<file path="config.mk">
export PLATFORM = sky130hd
export DESIGN_NAME = set_compare_iter
export DESIGN_NICKNAME = d
export VERILOG_FILES = /design/src/rtl/set_compare_iter.sv
export SDC_FILE = /design/constraint.sdc
export NUM_CORES = 1
export LEC_CHECK = 0
export BUFFER_PORTS_ARGS = -buffer_cell sky130_fd_sc_hd__buf_2
export CAP_MARGIN = 20
export CORE_ASPECT_RATIO = 1.25
export CORE_MARGIN = 1
export CORE_UTILIZATION = 47
export DETAILED_ROUTE_END_ITERATION = 7
export HOLD_SLACK_MARGIN = 0.1
export MAX_ROUTING_LAYER = met4
export PLACE_DENSITY = 0.81
export SLEW_MARGIN = 20
export SYNTH_ARGS = -nofsm -noshare
export SYNTH_HDL_FRONTEND = slang
export SYNTH_SLANG_ARGS = --single-unit
</file>
<file path="constraint.sdc">
create_clock -name clk -period 2.43 [get_ports clk]
set_input_delay 0.243 -clock clk [delete_from_list [all_inputs] [get_ports clk]]
set_output_delay 0.243 -clock clk [all_outputs]
set_load 0.02 [all_outputs]
</file>
<file path="src/rtl/set_compare_iter.sv">
// Multi-cycle set-compare unit: evaluates SEQ/SNE/SLT/SGT/SLE/SGE on WIDTH-bit
// operands by rippling a - b through a CHUNK-bit slice per cycle.
module set_compare_iter #(
    parameter int WIDTH = 32,
    parameter int CHUNK = 8
) (
    input  logic             clk,
    input  logic             reset,
    input  logic             in_valid,
    output logic             in_ready,
    input  logic [WIDTH-1:0] a,
    input  logic [WIDTH-1:0] b,
    input  logic [2:0]       op,
    input  logic             is_signed,
    output logic             out_valid,
    input  logic             out_ready,
    output logic [WIDTH-1:0] set
);

    localparam int N     = WIDTH / CHUNK;
    localparam int CNT_W = (N > 1) ? $clog2(N) : 1;
    localparam logic [CNT_W-1:0] LAST_SLICE = CNT_W'(N - 1);

    localparam logic [2:0] OP_SEQ = 3'd0;
    localparam logic [2:0] OP_SNE = 3'd1;
    localparam logic [2:0] OP_SLT = 3'd2;
    localparam logic [2:0] OP_SGT = 3'd3;
    localparam logic [2:0] OP_SLE = 3'd4;
    localparam logic [2:0] OP_SGE = 3'd5;

    typedef enum logic [1:0] {
        S_IDLE,
        S_BUSY,
        S_DONE
    } state_t;

    state_t           r_state;
    state_t           w_state_next;

    // Operands shift right one slice per cycle so the adder always sees bits [CHUNK-1:0].
    logic [WIDTH-1:0] r_a;
    logic [WIDTH-1:0] r_b;
    logic             r_a_msb;
    logic             r_b_msb;
    logic [2:0]       r_op;
    logic             r_signed;
    logic             r_carry;
    logic             r_zero;
    logic [CNT_W-1:0] r_cnt;
    logic             r_set_bit;

    logic             w_accept;
    logic             w_slice;
    logic             w_last_slice;
    logic [CHUNK:0]   w_sum;
    logic             w_carry_next;
    logic             w_zero_next;
    logic             w_eq;
    logic             w_lt;
    logic             w_result;

    // NOTE: state registers use non-blocking assignments so every flop samples
    // pre-edge values; blocking here would create order-dependent simulation races.
    always_ff @(posedge clk) begin
        if (reset) begin
            r_state <= S_IDLE;
        end else begin
            r_state <= w_state_next;
        end
    end

    // NOTE: every output of this block is given a default before the case so no
    // path leaves a signal unassigned, which would otherwise infer a latch.
    always_comb begin
        w_state_next = r_state;
        in_ready     = 1'b0;
        out_valid    = 1'b0;
        case (r_state)
            S_IDLE: begin
                in_ready = 1'b1;
                if (in_valid) begin
                    w_state_next = S_BUSY;
                end
            end
            S_BUSY: begin
                if (r_cnt == LAST_SLICE) begin
                    w_state_next = S_DONE;
                end
            end
            S_DONE: begin
                out_valid = 1'b1;
                if (out_ready) begin
                    w_state_next = S_IDLE;
                end
            end
            default: begin
                w_state_next = S_IDLE;
            end
        endcase
    end

    assign w_accept     = (r_state == S_IDLE) && in_valid;
    assign w_slice      = (r_state == S_BUSY);
    assign w_last_slice = w_slice && (r_cnt == LAST_SLICE);

    // a - b as a + ~b + carry, carry seeded to 1 on accept.
    assign w_sum        = {1'b0, r_a[CHUNK-1:0]} + {1'b0, ~r_b[CHUNK-1:0]} + (CHUNK+1)'(r_carry);
    assign w_carry_next = w_sum[CHUNK];
    assign w_zero_next  = r_zero & (w_sum[CHUNK-1:0] == '0);

    always_comb begin
        w_eq = w_zero_next;
        if (r_signed) begin
            w_lt = (r_a_msb & ~r_b_msb) | (~(r_a_msb ^ r_b_msb) & ~w_carry_next);
        end else begin
            w_lt = ~w_carry_next;
        end
        case (r_op)
            OP_SEQ:  w_result = w_eq;
            OP_SNE:  w_result = ~w_eq;
            OP_SLT:  w_result = w_lt;
            OP_SGT:  w_result = ~(w_lt | w_eq);
            OP_SLE:  w_result = w_lt | w_eq;
            OP_SGE:  w_result = ~w_lt;
            default: w_result = 1'b0;
        endcase
    end

    // NOTE: the datapath is cleared by reset as well, so an op cut short by reset
    // can never leak a partial carry/zero or result into a later transaction.
    always_ff @(posedge clk) begin
        if (reset) begin
            r_a       <= '0;
            r_b       <= '0;
            r_a_msb   <= 1'b0;
            r_b_msb   <= 1'b0;
            r_op      <= '0;
            r_signed  <= 1'b0;
            r_carry   <= 1'b0;
            r_zero    <= 1'b0;
            r_cnt     <= '0;
            r_set_bit <= 1'b0;
        end else if (w_accept) begin
            r_a      <= a;
            r_b      <= b;
            r_a_msb  <= a[WIDTH-1];
            r_b_msb  <= b[WIDTH-1];
            r_op     <= op;
            r_signed <= is_signed;
            r_carry  <= 1'b1;
            r_zero   <= 1'b1;
            r_cnt    <= '0;
        end else if (w_slice) begin
            r_a     <= r_a >> CHUNK;
            r_b     <= r_b >> CHUNK;
            r_carry <= w_carry_next;
            r_zero  <= w_zero_next;
            r_cnt   <= r_cnt + CNT_W'(1);
            if (w_last_slice) begin
                r_set_bit <= w_result;
            end
        end
    end

    assign set = {{(WIDTH-1){1'b0}}, r_set_bit};

endmodule
</file>
==> results of run 1 <==
cell type report:
class                           count  area (um^2)
Fill cell                         699         3240
Multi-Input combinational cell    317         1790
Sequential cell                    77         1540
Timing Repair Buffer               82          450
Clock buffer                        9          124
Tap cell                           92          115
Clock inverter                      6         88.8
Inverter                           14         52.6
kinds of logic (layout without fill, tap and decap cells):
logic type | Yosys count | in the layout | synth area share
buf+inv | 78 | 111 | 0.117
fa+ha+maj | 11 | 11 | 0.0422
other cells | 1 | 31 | 0.00104
flops | 77 | 77 | 0.426
xor+xnor | 6 | 6 | 0.0145
mux | 2 | 2 | 0.00554
simple gates | 126 | 126 | 0.153
compound gates | 141 | 141 | 0.240
critical path, stage by stage (launching register included):
cell and delay (ps):
dfxtp_2 340, inv_2 40, fa_2 400, fa_2 350
nand2b_4 150, a211o_1 280, a21oi_2 210, o21ai_2 90
xor2_1 150, a311oi_1 270, a211oi_1 100
path summary, 6_finish.rpt:
| check | end | slack [ps] | cells past startpoint |
|---|---|---|---|
| worst max-delay path | r_set_bit$_SDFFE_PP0P_ | -90 | 10 |
| worst min-delay path | r_b[27]$_SDFFE_PP0P_ | 110 | 3 |
| worst min register to register | r_b[7]$_SDFFE_PP0P_ | 460 | 2 |
| worst max register to register | r_set_bit$_SDFFE_PP0P_ | -90 | 10 |
power groups by stage:
stage | Sequential [uW] | Combinational (uW) | Clock (uW)
global route | 1410 | 657 | 1110
detailed placement | 1430 | 556 | 0
CTS | 1400 | 568 | 1060
floorplan | 1410 | 457 | 0
global placement | 1420 | 542 | 0
finish | 1400 | 589 | 1050
state kept, by name, indices dropped and copies added (netlist names):
name / flops
r_a: 32
r_b: 32
r_op: 3
r_cnt: 2
r_state: 2
r_a_msb: 1
r_b_msb: 1
r_carry: 1
r_set_bit: 1
r_signed: 1
r_zero: 1
metrics by stage:
stage	cells	utilization	power [uW]	TNS [ps]	hold slack (ps)
after floorplan	472	-	1870	-6.65	379
after CTS	595	0.558	3020	-116	104
final	597	0.563	3040	-88.8	114
after detailed placement	579	0.527	1980	-150	447
after global routing	597	0.563	3180	-200	112
after global placement	579	0.527	1960	-65.5	443
repair_timing:
action,in CTS,in global routing
endpoints found under the setup margin,1,1
pin swaps,6,3
resized for setup,3,0
setup buffers,1,1
cell usage after synthesis (all sizes together):
cell,instances,area share
and3,1,0.0031
inv,14,0.015
o22ai,1,0.0017
clkbuf,22,0.023
nor4b,1,0.0024
nand3,14,0.019
nor3,8,0.011
o21ai,4,0.0066
or2,1,0.0017
a22oi,48,0.10
ha,9,0.031
o221ai,2,0.0048
a311oi,1,0.0024
nor2b,4,0.0090
nand4,1,0.0017
nor2,10,0.010
dfxtp,77,0.43
a211o,2,0.0048
fa,2,0.011
nand2b,5,0.0087
a211oi,2,0.0042
and2,1,0.0017
o2111ai,1,0.0042
nand2,79,0.082
conb,1,0.0010
mux2i,2,0.0055
or3,1,0.0017
buf,42,0.080
xnor2,4,0.0097
xor2,2,0.0048
a21oi,80,0.11
layer usage:
layer	global-route usage	up-vias
met3	0.0418	24
met1	0.265	1491
met5	-	-
met4	0.139	0
li1	-	1594
met2	0.362	98
==> impl_metrics.tcl, run 1 <==
set metrics [dict create \
    relSlewSlack 0.474 \
    cts_tree "yes" \
    met3_length_um 344 \
    ys_types 37 \
    place_area_um2 3900 \
    viasPerCell 5.37 \
    grt_use_total 0.228 \
    startpoint "r_a[0]$_SDFFE_PP0P_" \
    fmax_mhz 397 \
    post-route-period-util 1.04 \
    ir_worst_vdd_mv 0.383 \
    intPower_uw 2160 \
    wirelength_um 8250 \
    grt_max_degree 78 \
    ant_nets 0 \
    grt_pass1_vias 3047 \
    htreeDepth 3 \
    core_area_um2 7400 \
    violations "negative setup slack" \
    cp-end-kind "flop" \
    cts.clk_slew.worst_paths_ps 80 \
    post_drt_wl_per_cell_um 13.8 \
    top_layer "met4" \
    place_ws_ps -150 \
    n_antenna_cell 0 \
    clkPwrFrac 0.346 \
    power_frac_comb 0.194 \
    cts_root_buf "clkbuf_8" \
    start_util 0.489 \
    syn2layout_area_growth_pct 15.2 \
    dieArea_um2 8050 \
    setup_viol 1 \
    numCtsBuffers 9 \
    p_seq_frac 0.460 \
    worstHoldStart "b[27]" \
    place_congestion 0.883 \
    p_leak_uw 0.00172 \
    grt_pass1_wl_um 13700 \
    syn_inst 442 \
    ys_ff_latch 77 \
    fin_crit_ps 2520 \
    drtIter0Drc 227 \
    wl_met1_um 3500 \
    die_x_um 80.5 \
    drc 0 \
    clock_path_buffers 2 \
    hold_path.class "in -> reg" \
    report.final.hold_viol_count 0 \
    power_switching_share 0.288 \
    synth_area_um2 3620 \
    fin_ws_ps -88.8 \
    port_buffers 74 \
    outcome "finished with violations" \
    arrival_ps 2740 \
    cp.required_ps 2650 \
    die_height_um 100 \
    ioPinCount 106 \
    yosys_warnings 0 \
    syn_avg_cell_area_um2 8.18 \
    tightest_slew_ps 789 \
    r2r_start "r_a[0]$_SDFFE_PP0P_" \
    crit_type "reg -> reg" \
    rsz0062_at_grt "true" \
    overflow 0 \
    vias 3207 \
    routed-wl-met2_um 4100 \
    fin_area_um2 4170 \
    grt_antenna_before_repair 0 \
    placementRows 35 \
    cts_hold_buffers 0 \
    report.final.slew_viol_count 0 \
    power_switching_uw 876 \
    fin_skew_ps 11.6 \
    cts.sinks 77 \
    final_cell_mix "nand2_1, a21oi_1, dfxtp_1" \
    yosysSeqAreaShare 0.426 \
    drt_first_pass_iters 5 \
    start_kind "flop" \
    dp_hpwl_um 5470 \
    fin_nets 584 \
    maxCapViolCount 0 \
    critPathMaxFanout 3 \
    p_per_area_nw_per_um2 729 \
    insertion_delay_ps 360 \
    drive_gt1_frac 0.218 \
]
Note: power is estimated with default switching activity, not from simulation.
==> run 2: changes to the inputs <==
- BUFFER_PORTS_ARGS: -buffer_cell sky130_fd_sc_hd__buf_2 -> -buffer_cell sky130_fd_sc_hd__buf_4
==> impl_metrics.tcl, run 2 (synthesis gave the netlist of run 1 again) <==
set metrics [dict create \
    cts_root_buf "clkbuf_8" \
    slowest_stage "fa_2" \
    post-route-period-util 1.04 \
    die_height_um 100 \
    critPathMaxFanout 3 \
    grt_pass1_wl_um 13700 \
    n_antenna_cell 0 \
    fin_crit_ps 2540 \
    reg.largest.list "r_a x32, r_b x32, r_op x3" \
    start_util 0.489 \
    drc 0 \
    num-fill-cells 681 \
    post_drt_wl_per_cell_um 14.1 \
    vias 3188 \
    cpPeakStageDelay_ps 400 \
    rrSetupSlack_ps -110 \
    drt_first_pass_iters 5 \
    ir_worst_vdd_mv 0.515 \
    rsz0062_at_grt "true" \
    syn2layout_area_growth_pct 20.9 \
    port_buffers 74 \
    ioPinCount 106 \
    grt_pass1_vias 2936 \
    crit_type "reg -> reg" \
    clock_path_buffers 2 \
    cts_hold_buffers 0 \
    hold_path.class "in -> reg" \
    dieArea_um2 8050 \
    start_kind "flop" \
    outcome "finished with violations" \
    maxCapViolCount 0 \
    insertion_delay_ps 350 \
    drtIter0Drc 252 \
    fin_nets 582 \
    cp.required_ps 2630 \
    relSlewSlack 0.483 \
    drive_gt1_frac 0.217 \
    post-route-util 0.591 \
    violations "negative setup slack" \
    wirelength_um 8410 \
    setup_viol 1 \
    grt_use_total 0.228 \
    placementRows 35 \
    place_congestion 0.867 \
    dp_hpwl_um 5560 \
    p_total_uw 3200 \
    place_ws_ps -204 \
    p_per_area_nw_per_um2 733 \
    fin_ws_ps -109 \
    cts.clk_slew.worst_paths_ps 80 \
    overflow 0 \
    final_cell_mix "nand2_1, a21oi_1, buf_4" \
    cp-end-kind "flop" \
    grt_antenna_before_repair 0 \
    htreeDepth 3 \
    path_common_cell "fa_2" \
    report.final.slew_viol_count 0 \
    viasPerCell 5.36 \
    crit_path_cell_trace "inv_2 -> fa_2 -> fa_2 -> nand2b_4 -> a211o_1 -> a21oi_2 -> o21ai_2 -> xor2_1 -> a311oi_1 -> a211oi_1" \
    ant_nets 0 \
    numCtsBuffers 9 \
    cts.sinks 77 \
    cts_tree "yes" \
    p_leak_uw 0.00179 \
    whs_ps 139 \
    die_x_um 80.5 \
    tightest_slew_ps 776 \
    fin_skew_ps 10.7 \
    fmax_mhz 394 \
    core_area_um2 7400 \
    arrival_ps 2740 \
    crit_family "compound AO/OA/AOI/OAI gates" \
    critPathBufInv 1 \
    report.final.hold_viol_count 0 \
    grt_max_degree 78 \
]
## run 2: cell count changes in the layout (fill, tap and decap cells not counted), sizes merged
cell and delta:
clkbuf +2, clkinvlp -2, clkinv -1, bufinv +1, buf -2
## run 2: path summary, 6_finish.rpt
kind                             start                     end  cells past startpoint
setup reg to reg   r_a[0]$_SDFFE_PP0P_  r_set_bit$_SDFFE_PP0P_                     10
hold reg to reg   r_b_msb$_SDFFE_PP0P_    r_b_msb$_SDFFE_PP0P_                      2
hold / removal                   b[24]    r_b[24]$_SDFFE_PP0P_                      3
setup / recovery   r_a[0]$_SDFFE_PP0P_  r_set_bit$_SDFFE_PP0P_                     10
## run 2: repair_timing
item	in CTS	in global routing
pin swaps	6	3
buffers inserted	1	0
endpoints found under the setup margin	1	1
hold endpoints to repair	0	0
resized for setup	3	1
## run 2: final cells by class
cell class,count,area (um^2),share of cell area
repair buffers,80,621,0.142
clock inverters,4,95.1,0.0218
clock buffers,11,151,0.0346
flip-flops and latches,77,1540,0.353
multi-input cells,317,1790,0.410
well taps,92,115,0.0263
inverters,14,52.6,0.0120
## run 2: tightest hold or removal path: stages
cell and delay [ps]:
buf_4 110, nand2_1 40, a21oi_1 50
## run 2: stage by stage
step	cell area (um^2)	TNS, ps	instances
after floorplan	3730	-6.65	472
after global routing	4370	-210	595
after global placement	4080	-63.0	578
final	4370	-109	595
after detailed placement	4080	-204	578
after CTS	4340	-137	594
## run 2: report_power, final
part / internal (uW) / switching, uW / leakage [uW]
clock: 731 / 460 / 0.000125
sequential: 1350 / 51.3 / 0.000633
combinational: 268 / 347 / 0.00104
## run 2: layer usage
metal  up-vias  global-route usage  part of all wire
met5         -                   -                 0
met4         0              0.0934             0.020
met3        15              0.0409             0.042
met2        97               0.364              0.52
met1      1494               0.284              0.42
li1       1582                   -                 -
==> run 3: changes to the inputs <==
- ABC_AREA: unset -> 1
==> impl_metrics.tcl, run 3 <==
set metrics [dict create \
    drc 0 \
    fmax_mhz 429 \
    insertion_delay_ps 340 \
    startpoint "r_carry$_SDFFE_PP0P_" \
    intPower_uw 2220 \
    arrival_ps 2550 \
    fin_skew_ps 8.53 \
    worstRegToRegCells 12 \
    fin_nets 687 \
    die_x_um 82.3 \
    clkPwrFrac 0.346 \
    cts.clk_slew.worst_paths_ps 80 \
    cp.required_ps 2650 \
    grt_pass1_wl_um 14200 \
    power_switching_uw 882 \
    numCtsBuffers 9 \
    syn_inst 541 \
    ant_nets 0 \
    synthFlopType "dfxtp_1" \
    syn2layout_area_growth_pct 18.7 \
    grt_max_degree 52 \
    port_buffers 74 \
    p_per_area_nw_per_um2 690 \
    post-route-period-util 0.959 \
    die_height_um 102 \
    synthArstFlopShare 0 \
    fin_crit_ps 2330 \
    start_kind "flop" \
    reg.largest.list "r_a x32, r_b x32, r_op x3" \
    grt_pass1_vias 3236 \
    core_area_um2 7790 \
    ir_worst_vdd_mv 0.380 \
    place_congestion 0.848 \
    grt_use_total 0.225 \
    slowest_stage "fa_2" \
    synthMostInstantiatedCell "nand2_1" \
    cts_root_buf "clkbuf_8" \
    power_switching_share 0.284 \
    crit_path_cell_trace "inv_1 -> fa_2 -> fa_2 -> nand3_1 -> nor2_1 -> nand3_1 -> nor2_2 -> nand4_1 -> nand2_1 -> nor2_1 -> o21bai_1 -> a21oi_1" \
    grt_use_met2 0.378 \
    crit_type "reg -> reg" \
    cts_hold_buffers 0 \
    clock_path_buffers 2 \
    overflow 0 \
    critPathMaxFanout 2 \
    cpPeakStageDelay_ps 530 \
    place_ws_ps 33.5 \
    dieArea_um2 8420 \
    htreeDepth 3 \
    n_antenna_cell 0 \
    ys_ff_latch 77 \
    post_drt_wl_per_cell_um 12.4 \
    ioPinCount 106 \
    drt_first_pass_iters 4 \
    maxCapViolCount 0 \
    viasPerCell 5.13 \
    met3_usage 0.0330 \
    start_util 0.486 \
    postCtsSetupBuffers 0 \
    ys_types 25 \
    drtIter0Drc 145 \
    outcome "finished, final reports clean" \
    cts_tree "yes" \
    grt_antenna_before_repair 0 \
    yosys_warnings 0 \
    p_leak_uw 0.00199 \
    wirelength_um 8700 \
    r2r-end "r_set_bit$_SDFFE_PP0P_" \
    yosysSeqAreaShare 0.407 \
    whs_path_depth 3 \
    final_common_cell "nand2_1" \
    relSlewSlack 0.664 \
    p_seq_frac 0.451 \
    grt_use_met1 0.265 \
    synth_top_area_frac 0.407 \
    report.final.slew_viol_count 0 \
    vias 3614 \
    synth_area_leaders "dfxtp_1, nand2_1, a31oi_1" \
    cp-end-kind "flop" \
    synth_top_area_cell "dfxtp_1" \
    synth_commonest_cells "nand2_1, dfxtp_1, a31oi_1, inv_1, buf_4" \
    synth-edff-count 0 \
    hold_path.class "in -> reg" \
    cts.sinks 77 \
    worstHoldStart "b[26]" \
    rrSetupSlack_ps 100 \
    holdPathEnd "r_b[26]$_SDFFE_PP0P_" \
    drive_gt1_frac 0.176 \
    report.final.hold_viol_count 0 \
    synth_area_um2 3790 \
    grt.busiest_layer "met2" \
    r2r_start "r_carry$_SDFFE_PP0P_" \
    placementRows 36 \
    dp_hpwl_um 6170 \
    tightest_slew_ps 504 \
    fin_ws_ps 100 \
    final_cell_mix "nand2_1, buf_4, dfxtp_1" \
    whs_ps 157 \
    syn_avg_cell_area_um2 7.00 \
    setup_viol 0 \
    power_frac_comb 0.203 \
]
run 3: cell types whose count changed in the layout (fill, tap and decap cells not counted), sizes merged, moves of 7 or more:
cell,before,now
a31oi,0,48
nand2,79,221
a21oi,80,27
a22oi,48,0
nor2,10,18
inv,14,42
nor3,8,1
run 3: cells by family (layout without fill, tap and decap cells):
| logic type | after synthesis | in the layout | share of synthesized area |
|---|---|---|---|
| other | 1 | 31 | 0.000990 |
| XOR/XNOR | 1 | 1 | 0.00231 |
| flip-flops | 77 | 77 | 0.407 |
| adder cells (fa/ha/maj) | 11 | 11 | 0.0403 |
| AND/OR/NAND/NOR | 262 | 262 | 0.274 |
| AO/OA/AOI/OAI | 89 | 89 | 0.137 |
| buffers and inverters | 100 | 138 | 0.138 |
run 3: worst max path at each step:
stage | to | slack [ps]
3_3_place_gp | r_set_bit$_SDFFE_PP0P_ | 140
6_report | r_set_bit$_SDFFE_PP0P_ | 100
2_1_floorplan | r_set_bit$_SDFFE_PP0P_ | 240
5_1_grt | r_set_bit$_SDFFE_PP0P_ | -70
4_1_cts | r_set_bit$_SDFFE_PP0P_ | 20
3_5_place_dp | r_set_bit$_SDFFE_PP0P_ | 30
run 3: through the flow:
stage	total power [uW]	instance area (um^2)	setup TNS (ps)	utilization	cells
6_report	3100	4490	0	0.577	704
5_1_grt	3260	4490	-65.5	0.577	704
4_1_cts	3100	4480	0	0.575	704
3_5_place_dp	2030	4250	0	0.546	688
3_3_place_gp	2010	4250	0	0.546	688
2_1_floorplan	1880	3900	0	-	571
run 3: cell type report:
type | instances | area, um^2
clock buffers | 12 | 155
clock inverters | 4 | 70.1
fillers | 728 | 3300
inverters | 42 | 158
multi-input cells | 394 | 1850
flip-flops and latches | 77 | 1540
well taps | 95 | 119
repair buffers | 80 | 601
run 3: power groups by stage:
stage | combinational, uW | clock (uW) | sequential, uW
after floorplan | 470 | 0 | 1410
after CTS | 613 | 1090 | 1400
after global placement | 592 | 0 | 1420
after detailed placement | 609 | 0 | 1420
after global routing | 711 | 1140 | 1410
final | 630 | 1070 | 1400
run 3: timing repair:
action	in CTS	in global routing
hold endpoints to repair	0	0
gates resized for setup	0	7
endpoints found under the setup margin	0	1
run 3: per-layer routing:
metal,vias up,share of wire,wire length (um)
li1,1807,-,-
met1,1665,0.40,3520
met2,120,0.52,4560
met3,22,0.049,423
met4,0,0.022,193
met5,-,0,0
run 3: worst max-delay path, delay by kind of cell (launching register included):
| kind | cells | cell delay (ps) |
|---|---|---|
| adders and majority gates | 2 | 940 |
| and+or+nand+nor | 7 | 670 |
| DFF | 1 | 340 |
| AOI/OAI and AO/OA | 2 | 210 |
| buffers and inverters | 1 | 60 |
